### src/rtl/maxpool_relu_stream.sv
`default_nettype none
// maxpool_relu_stream: streaming 2x2/stride-2 max-pool with optional ReLU on a binary32 raster stream.
// Even rows fold into a half-row line buffer; odd rows complete the window and emit one result.
module maxpool_relu_stream #(
  parameter int DATA_WIDTH = 32,
  parameter int IN_W       = 28,
  parameter int IN_H       = 28,
  parameter bit RELU_EN    = 1'b1
) (
  input  logic                  clk,
  input  logic                  reset,
  input  logic                  in_valid,
  output logic                  in_ready,
  input  logic [DATA_WIDTH-1:0] in_data,
  output logic                  out_valid,
  input  logic                  out_ready,
  output logic [DATA_WIDTH-1:0] out_data,
  output logic                  out_last
);

  localparam int CW   = $clog2(IN_W);
  localparam int RW   = $clog2(IN_H);
  localparam int LB_N = IN_W / 2;
  localparam int MSB  = DATA_WIDTH - 1;

  generate
    if ((IN_W % 2) != 0) begin : g_bad_in_w
      $error("maxpool_relu_stream: IN_W must be even");
    end
    if ((IN_H % 2) != 0) begin : g_bad_in_h
      $error("maxpool_relu_stream: IN_H must be even");
    end
    if (DATA_WIDTH != 32) begin : g_bad_width
      $error("maxpool_relu_stream: DATA_WIDTH is fixed at 32");
    end
  endgenerate

  typedef enum logic {ROW_EVEN = 1'b0, ROW_ODD = 1'b1} phase_t;

  phase_t                phase, phase_nxt;
  logic [CW-1:0]         col;
  logic [RW-1:0]         row;
  logic                  accept, col_last, row_last, win_done;
  logic [DATA_WIDTH-1:0] h, pair_max, win_max, result;
  logic [DATA_WIDTH-1:0] lb [LB_N];

  // Sign-magnitude ordering on raw bits; ties (and +0 vs -0 handled by sign rule) keep a.
  function automatic logic [DATA_WIDTH-1:0] fmax(input logic [DATA_WIDTH-1:0] a,
                                                 input logic [DATA_WIDTH-1:0] b);
    logic [DATA_WIDTH-1:0] r;
    r = a;
    if (a[MSB] != b[MSB])
      r = a[MSB] ? b : a;
    else if (!a[MSB])
      r = (b[MSB-1:0] > a[MSB-1:0]) ? b : a;
    else
      r = (b[MSB-1:0] < a[MSB-1:0]) ? b : a;
    return r;
  endfunction

  assign in_ready = !out_valid || out_ready;
  assign accept   = in_valid && in_ready;
  assign col_last = (col == CW'(IN_W - 1));
  assign row_last = (row == RW'(IN_H - 1));
  assign win_done = accept && col[0] && (phase == ROW_ODD);
  assign pair_max = fmax(h, in_data);
  assign win_max  = fmax(lb[col[CW-1:1]], pair_max);
  assign result   = (RELU_EN && win_max[MSB]) ? '0 : win_max;

  always_comb begin
    phase_nxt = phase;
    if (accept && col_last)
      phase_nxt = (phase == ROW_EVEN) ? ROW_ODD : ROW_EVEN;
  end

  always_ff @(posedge clk or negedge reset) begin
    if (!reset) begin
      phase     <= ROW_EVEN;
      col       <= '0;
      row       <= '0;
      out_valid <= 1'b0;
      out_last  <= 1'b0;
      out_data  <= '0;
    end else begin
      phase <= phase_nxt;
      if (accept) begin
        col <= col_last ? '0 : col + 1'b1;
        if (col_last)
          row <= row_last ? '0 : row + 1'b1;
      end
      // A new result wins over a simultaneous out-beat, keeping out_valid high.
      if (win_done) begin
        out_data  <= result;
        out_valid <= 1'b1;
        out_last  <= row_last && col_last;
      end else if (out_ready) begin
        out_valid <= 1'b0;
        out_last  <= 1'b0;
      end
    end
  end

  // Datapath storage needs no reset: every entry is written before it is read.
  always_ff @(posedge clk) begin
    if (accept && !col[0])
      h <= in_data;
    if (accept && col[0] && (phase == ROW_EVEN))
      lb[col[CW-1:1]] <= pair_max;
  end

endmodule
`default_nettype wire

### config.mk
export PLATFORM = sky130hd
export DESIGN_NAME = maxpool_relu_stream
export DESIGN_NICKNAME = d
export VERILOG_FILES = /design/src/rtl/maxpool_relu_stream.sv
export SDC_FILE = /design/constraint.sdc
export NUM_CORES = 1
export LEC_CHECK = 0
export BUFFER_PORTS_ARGS = -buffer_cell sky130_fd_sc_hd__buf_2
export CAP_MARGIN = 15
export CORE_MARGIN = 4
export CORE_UTILIZATION = 25
export DETAILED_ROUTE_END_ITERATION = 16
export PLACE_DENSITY_LB_ADDON = 0.2
export SLEW_MARGIN = 30
export SYNTH_ARGS = -nofsm -noshare
export SYNTH_HDL_FRONTEND = slang
export SYNTH_SLANG_ARGS = --single-unit
### constraint.sdc
create_clock -name clk -period 11.55 [get_ports clk]
set_input_delay 0.5775 -clock clk [delete_from_list [all_inputs] [get_ports clk]]
set_output_delay 0.5775 -clock clk [all_outputs]
set_load 0.05 [all_outputs]
=== Yosys cells after proc, flatten, opt, wreduce, memory -nomap -nowiden ===
Memories as Yosys holds them, arrays and structs flattened.
Index checks and enable logic that the tools add are counted.

* Add/sub/neg operators: 2
* $lt $le $gt $ge: 4
* Equality and inequality tests: 4
* Muxes and demuxes: 19
* Bitwise logic cells: 1
* Reduce and logical (&&, ||, !) cells: 12

{| class="wikitable"
|+ Operators by type and width
! operator !! count
|-
| $mux 32 || 10
|-
| $gt 31x31->1 || 2
|-
| $lt 31x31->1 || 2
|-
| $mux 31 || 1
|-
| $add 5x1->5 const B || 2
|-
| $eq 5x5->1 const B || 2
|-
| $mux 5 || 2
|-
| $logic_and 1x1->1 || 7
|-
| $mux 1 || 6
|-
| $logic_not 1->1 || 2
|-
| $ne 1x1->1 || 2
|-
| $reduce_and 2->1 || 1
|-
| $reduce_bool 2->1 || 1
|-
| $logic_or 1x1->1 || 1
|-
| $not 1->1 || 1
|}

* Register bits: 77
* Memory bits (writable): 448
* Input bits: 36
* Output and inout port bits: 35
* Word-level logic and storage cells: 50
* Memories: 1

{| class="wikitable"
|+ Memory list
! memory !! words !! bits a word !! rd ports !! clocked after memory_dff !! write ports !! line !! text
|-
| lb || 14 || 32 || 1 || 0 || 1 || 45 || <nowiki>logic [DATA_WIDTH-1:0] lb [LB_N];</nowiki>
|}

=== Depth between registers and ports, before layout ===
* Depth in word-level cells: 9
* Depth in mapped cells: 24
* Mapped depth without buffers: 21

=== Worst setup path after synthesis ===
Ideal clock, no wire load.

* Path type: input -> register
* Start: input port in_data[4]
* End: register out_data[10]
* Setup time: 126 ps
* Arrival time: 5096 ps
* Required time: 11424 ps
* Slack: 6328 ps
* Stages on the path: 21
* Path buffers: 3
* Cell sequence: ha_1 > a211oi_2 > nor2_1 > o31a_1 > o41ai_1 > a21oi_1 > a21oi_4 > buf_6 > mux2_2 > ha_1 > a211oi_1 > nor2_1 > o41ai_1 > a31oi_1 > or2_2 > a31o_2 > buf_2 > nand3_1 > o21ai_2 > buf_2 > a221o_1

* Cells in the longest elaborated chain, start to end: 9
* Elaborated cells between the ends (all ways): 16
* Those cells by class: order compare: 4; eq/ne: 1; mux: 11

{| class="wikitable"
|+ RTL lines
! item !! line !! text
|-
| from (decl) || 14 || <nowiki>input logic [DATA_WIDTH-1:0] in_data,</nowiki>
|-
| $gt 31x31->1 or $lt 31x31->1 (tied branches) || 55, 57 ||
|-
| $mux 32, on equally long branches || 55, 57 ||
|-
| $mux 32 * || 54 || <nowiki>else if (!a[MSB])</nowiki>
|-
| $mux 32 * || 52 || <nowiki>if (a[MSB] != b[MSB])</nowiki>
|-
| named net pair_max[3] || 44 || <nowiki>logic [DATA_WIDTH-1:0] h, pair_max, win_max, result;</nowiki>
|-
| $gt 31x31->1 or $lt 31x31->1 (tied branches) || 55, 57 ||
|-
| $mux 32, on equally long branches || 55, 57 ||
|-
| $mux 32 * || 54 ||
|-
| $mux 32 * || 52 ||
|-
| $mux 31 * || 68 || <nowiki>assign result = (RELU_EN && win_max[MSB]) ? '0 : win_max;</nowiki>
|-
| to (signal assigned) || 93 || <nowiki>out_data <= result;</nowiki>
|-
| to (decl) || 17 || <nowiki>output logic [DATA_WIDTH-1:0] out_data,</nowiki>
|}

Mark *: on every way through the listed nets, which the timed path passes. The rest lies on a longest branch.
A chain may end at the register's enable or synchronous reset.

=== Worst setup path in the final report ===
* Start: register h[13]
* End: register out_data[26]

* Cells in the longest elaborated chain, start to end: 9
* Elaborated cells between the ends (all ways): 16
* Those cells by class: order compare: 4; eq/ne: 1; mux: 11

{| class="wikitable"
|+ RTL lines
! item !! line !! text
|-
| from (decl) || 44 ||
|-
| from (signal assigned) || 106 || <nowiki>h <= in_data;</nowiki>
|-
| $gt 31x31->1 or $lt 31x31->1 (tied branches) || 55, 57 ||
|-
| $mux 32, on equally long branches || 55, 57 ||
|-
| $mux 32 * || 54 ||
|-
| $mux 32 * || 52 ||
|-
| named net pair_max[30] || 44 ||
|-
| $gt 31x31->1 or $lt 31x31->1 (tied branches) || 55, 57 ||
|-
| $mux 32, on equally long branches || 55, 57 ||
|-
| $mux 32 * || 54 ||
|-
| $mux 32 * || 52 ||
|-
| $mux 31 * || 68 ||
|}

Marks and branches as above.

==> metrics.txt <==
FF-to-FF Start h[13]; I/O pin count 71; worst r2r dst out_data[26]; Pleak 0.00900 uW; Post-Syn Nets 1,391; Tmin final 7.07 ns; Post-synth EDFFs 480; Mapped Area 22,300 um2; largest net degree at the start of global routing 54; CP Capture Type flip-flop; Detail Placement HPWL 38,200 um; final instance area 26,300 um2; Layout area overhead 18.0%; routed wl met2 28,300 um; Worst Setup Start Kind flip-flop; register area share after synthesis 69.7%; post-synthesis simple-gate area fraction 4.53%; Die X 306 um; Yosys cell types 56; Synth Flop Type edfxtp_1; Final Setup Violations 0; Total GRT Usage 13.3%; Syn Inst Count 1,289; Slew @ Worst Pin 0.937 ns; fin util 29.7%; most common cell after layout, fill and taps aside edfxtp_1; storage element area 15,500 um2; initial antenna violation count 16; Rel. slew slack 37.4%; mux share of post-synthesis cell area 14.8%; TritonCTS Sinks 524; Peak VDD IR 0.120 mV; starting density of the core 25.2%; first-pass GRT wire length 91,400 um; unrepaired setup endpoints after global routing no; nets@finish 1,491; Multi-input gate area 6420 um2; status complete, no violations; DR vias/cell 4.61; Placer Congestion 0.753; Hold Crit Class input pin to async pin; final wirelength 62,500 um; Max-Cap Viols 0; syn avg cell area 17.3 um2; R2R Setup Slk 4.48 ns; clock skew 0.0349 ns; CTS tree built; Reg2Reg Depth 22; Worst Setup EP out_data[26]; H-Tree Depth 2; WL/cell 23.9 um; Synth Area in Compound Gates 5.26%; DIE AREA 93,900 um2; Max Transition Viols Final 0; fin crit share 61.2%; Root Buffer clkbuf_16; top layer in use met5; adder-cell area share of the yosys netlist 3.71%; vias in the first global route 12,600; core footprint 88,400 um2; postcts setup bufs 0; Fin. Hold Viols 0; Setup CP Type flip-flop to flip-flop; asr flop ratio synth 8.40%; # rows 109; CP arrival 7.56 ns; synth warn 0; Fillers 8,737; vias 12,000; crit path max fanout 20; Post-CTS Hold Fix Bufs 0; Post-DRT Antenna Nets 0; XOR/XNOR Fraction of Synth Area 0.0394%; Worst-Skew Late Latency 0.63 ns; setup TNS 0 ns; met3 routed WL 2630 um; Detailed Routing Iterations Pass 1 5; Resized Gates After CTS 0; clk slew on worst S/H paths 0.07 ns; initial drt markers 859; flop and latch count out of synthesis 524; drc violations 0; crit path launch h[13]; Die H 306 um; Worst Path Required 12.04 ns; cts bufs inserted 59; GRT Residual Overflow 0; power per cell area 251 nW/um2; layout cells sized above 1 24.1%; commonest non-fill, non-tap cells in the layout edfxtp_1 (480), nor2_1 (101), mux4_2 (97); Port Buf Inserts 69; Post-DP Area 24,200 um2; maximum clock frequency 141 MHz; largest family of logic cells by synthesized area multiplexers; clock buffer depth 3; met1 WL 30,200 um
## synthesized netlist by cell type, drive strengths merged (11+ instances only)
master  count  area, um2
ha         66        826
nor3       13       65.1
nand4      11       68.8
edfxtp    480      14400
inv        41        154
a221o      25        250
o21ai      24        124
nand2b     11       68.8
mux4       97       2180
nor2      112        420
clkbuf     35        131
a21oi      87        458
mux2       31        439
mux2i      67        671
nand3      16       80.1
nand2      37        139
buf        27        146
dfrtp      44       1100
## through the flow
stage                     instances  hold WS (ns)  setup WS [ns]  total power (uW)
after global placement         2491         0.479           4.15              4670
final                          2610         0.133           4.48              6600
after CTS                      2601         0.116           4.43              6700
after detailed placement       2492         0.495           4.12              4690
after global routing           2604         0.137           4.11              6970
after floorplan                1289         0.282           6.33              4000
## worst max-delay path: stages, from the launching register on
cell and delay [ns]:
edfxtp_1 0.36, inv_1 0.05, ha_1 0.30, nand4_1 0.29, nor4_1 0.58, and3_1 0.23, a311o_1 0.14, a21oi_1 0.11
a21oi_4 0.46, buf_4 0.52, mux2i_1 0.48, inv_1 0.33, ha_1 0.43, nand4_1 0.12, nor3_1 0.58, nand4_1 0.39
a31oi_1 0.31, nor3_1 0.08, a31o_2 0.30, nand3_1 0.13, o21ai_4 0.17, buf_16 0.22, a221o_1 0.31
## where the power goes
part	total (uW)	switching (uW)	leakage (uW)	internal (uW)
Sequential	2520	185	0.00490	2330
Clock	1980	771	0.000985	1210
Combinational	2100	1290	0.00311	806
## metal layers
metal	vias to the layer above	track usage, %
met5	-	0
met4	6	3.29
met3	96	2.40
met2	234	20.4
met1	6341	19.4
li1	5359	-
## state kept, by name (all words and copies together) (netlist names)
| register | cells |
|---|---|
| phase | 1 |
| row | 5 |
| lb | 448 |
| out_data | 31 |
| out_last | 1 |
| h | 32 |
| col | 5 |
| out_valid | 1 |
## kinds of logic after synthesis
family / count (synthesis)
xor gates and xnor gates: 1
and+or+nand+nor: 221
AOI/OAI and AO/OA: 178
buffers and inverters: 103
adders and majority gates: 66
DFF: 524
other: 1
muxes: 195
## how the worst min path moves through the flow
stage                           start     endpoint  slack (ns)
after global placement         row[4]       row[4]        0.48
after CTS                 in_data[19]        h[19]        0.12
final                           reset  out_data[4]        0.13
after global routing      in_data[20]        h[20]        0.14
after detailed placement       row[4]       row[4]        0.49
after floorplan                 reset       col[0]        0.28
## final cells by class
cell class | count | share of cell area, %
multi-input cells | 662 | 24.5
flip-flops and latches | 524 | 59.1
inverters | 41 | 0.586
clock inverters | 31 | 1.64
repair buffers | 101 | 2.38
well taps | 1165 | 5.55
clock buffers | 78 | 6.20
diodes | 8 | 0.0762
Note: power is estimated with default switching activity, not from simulation.
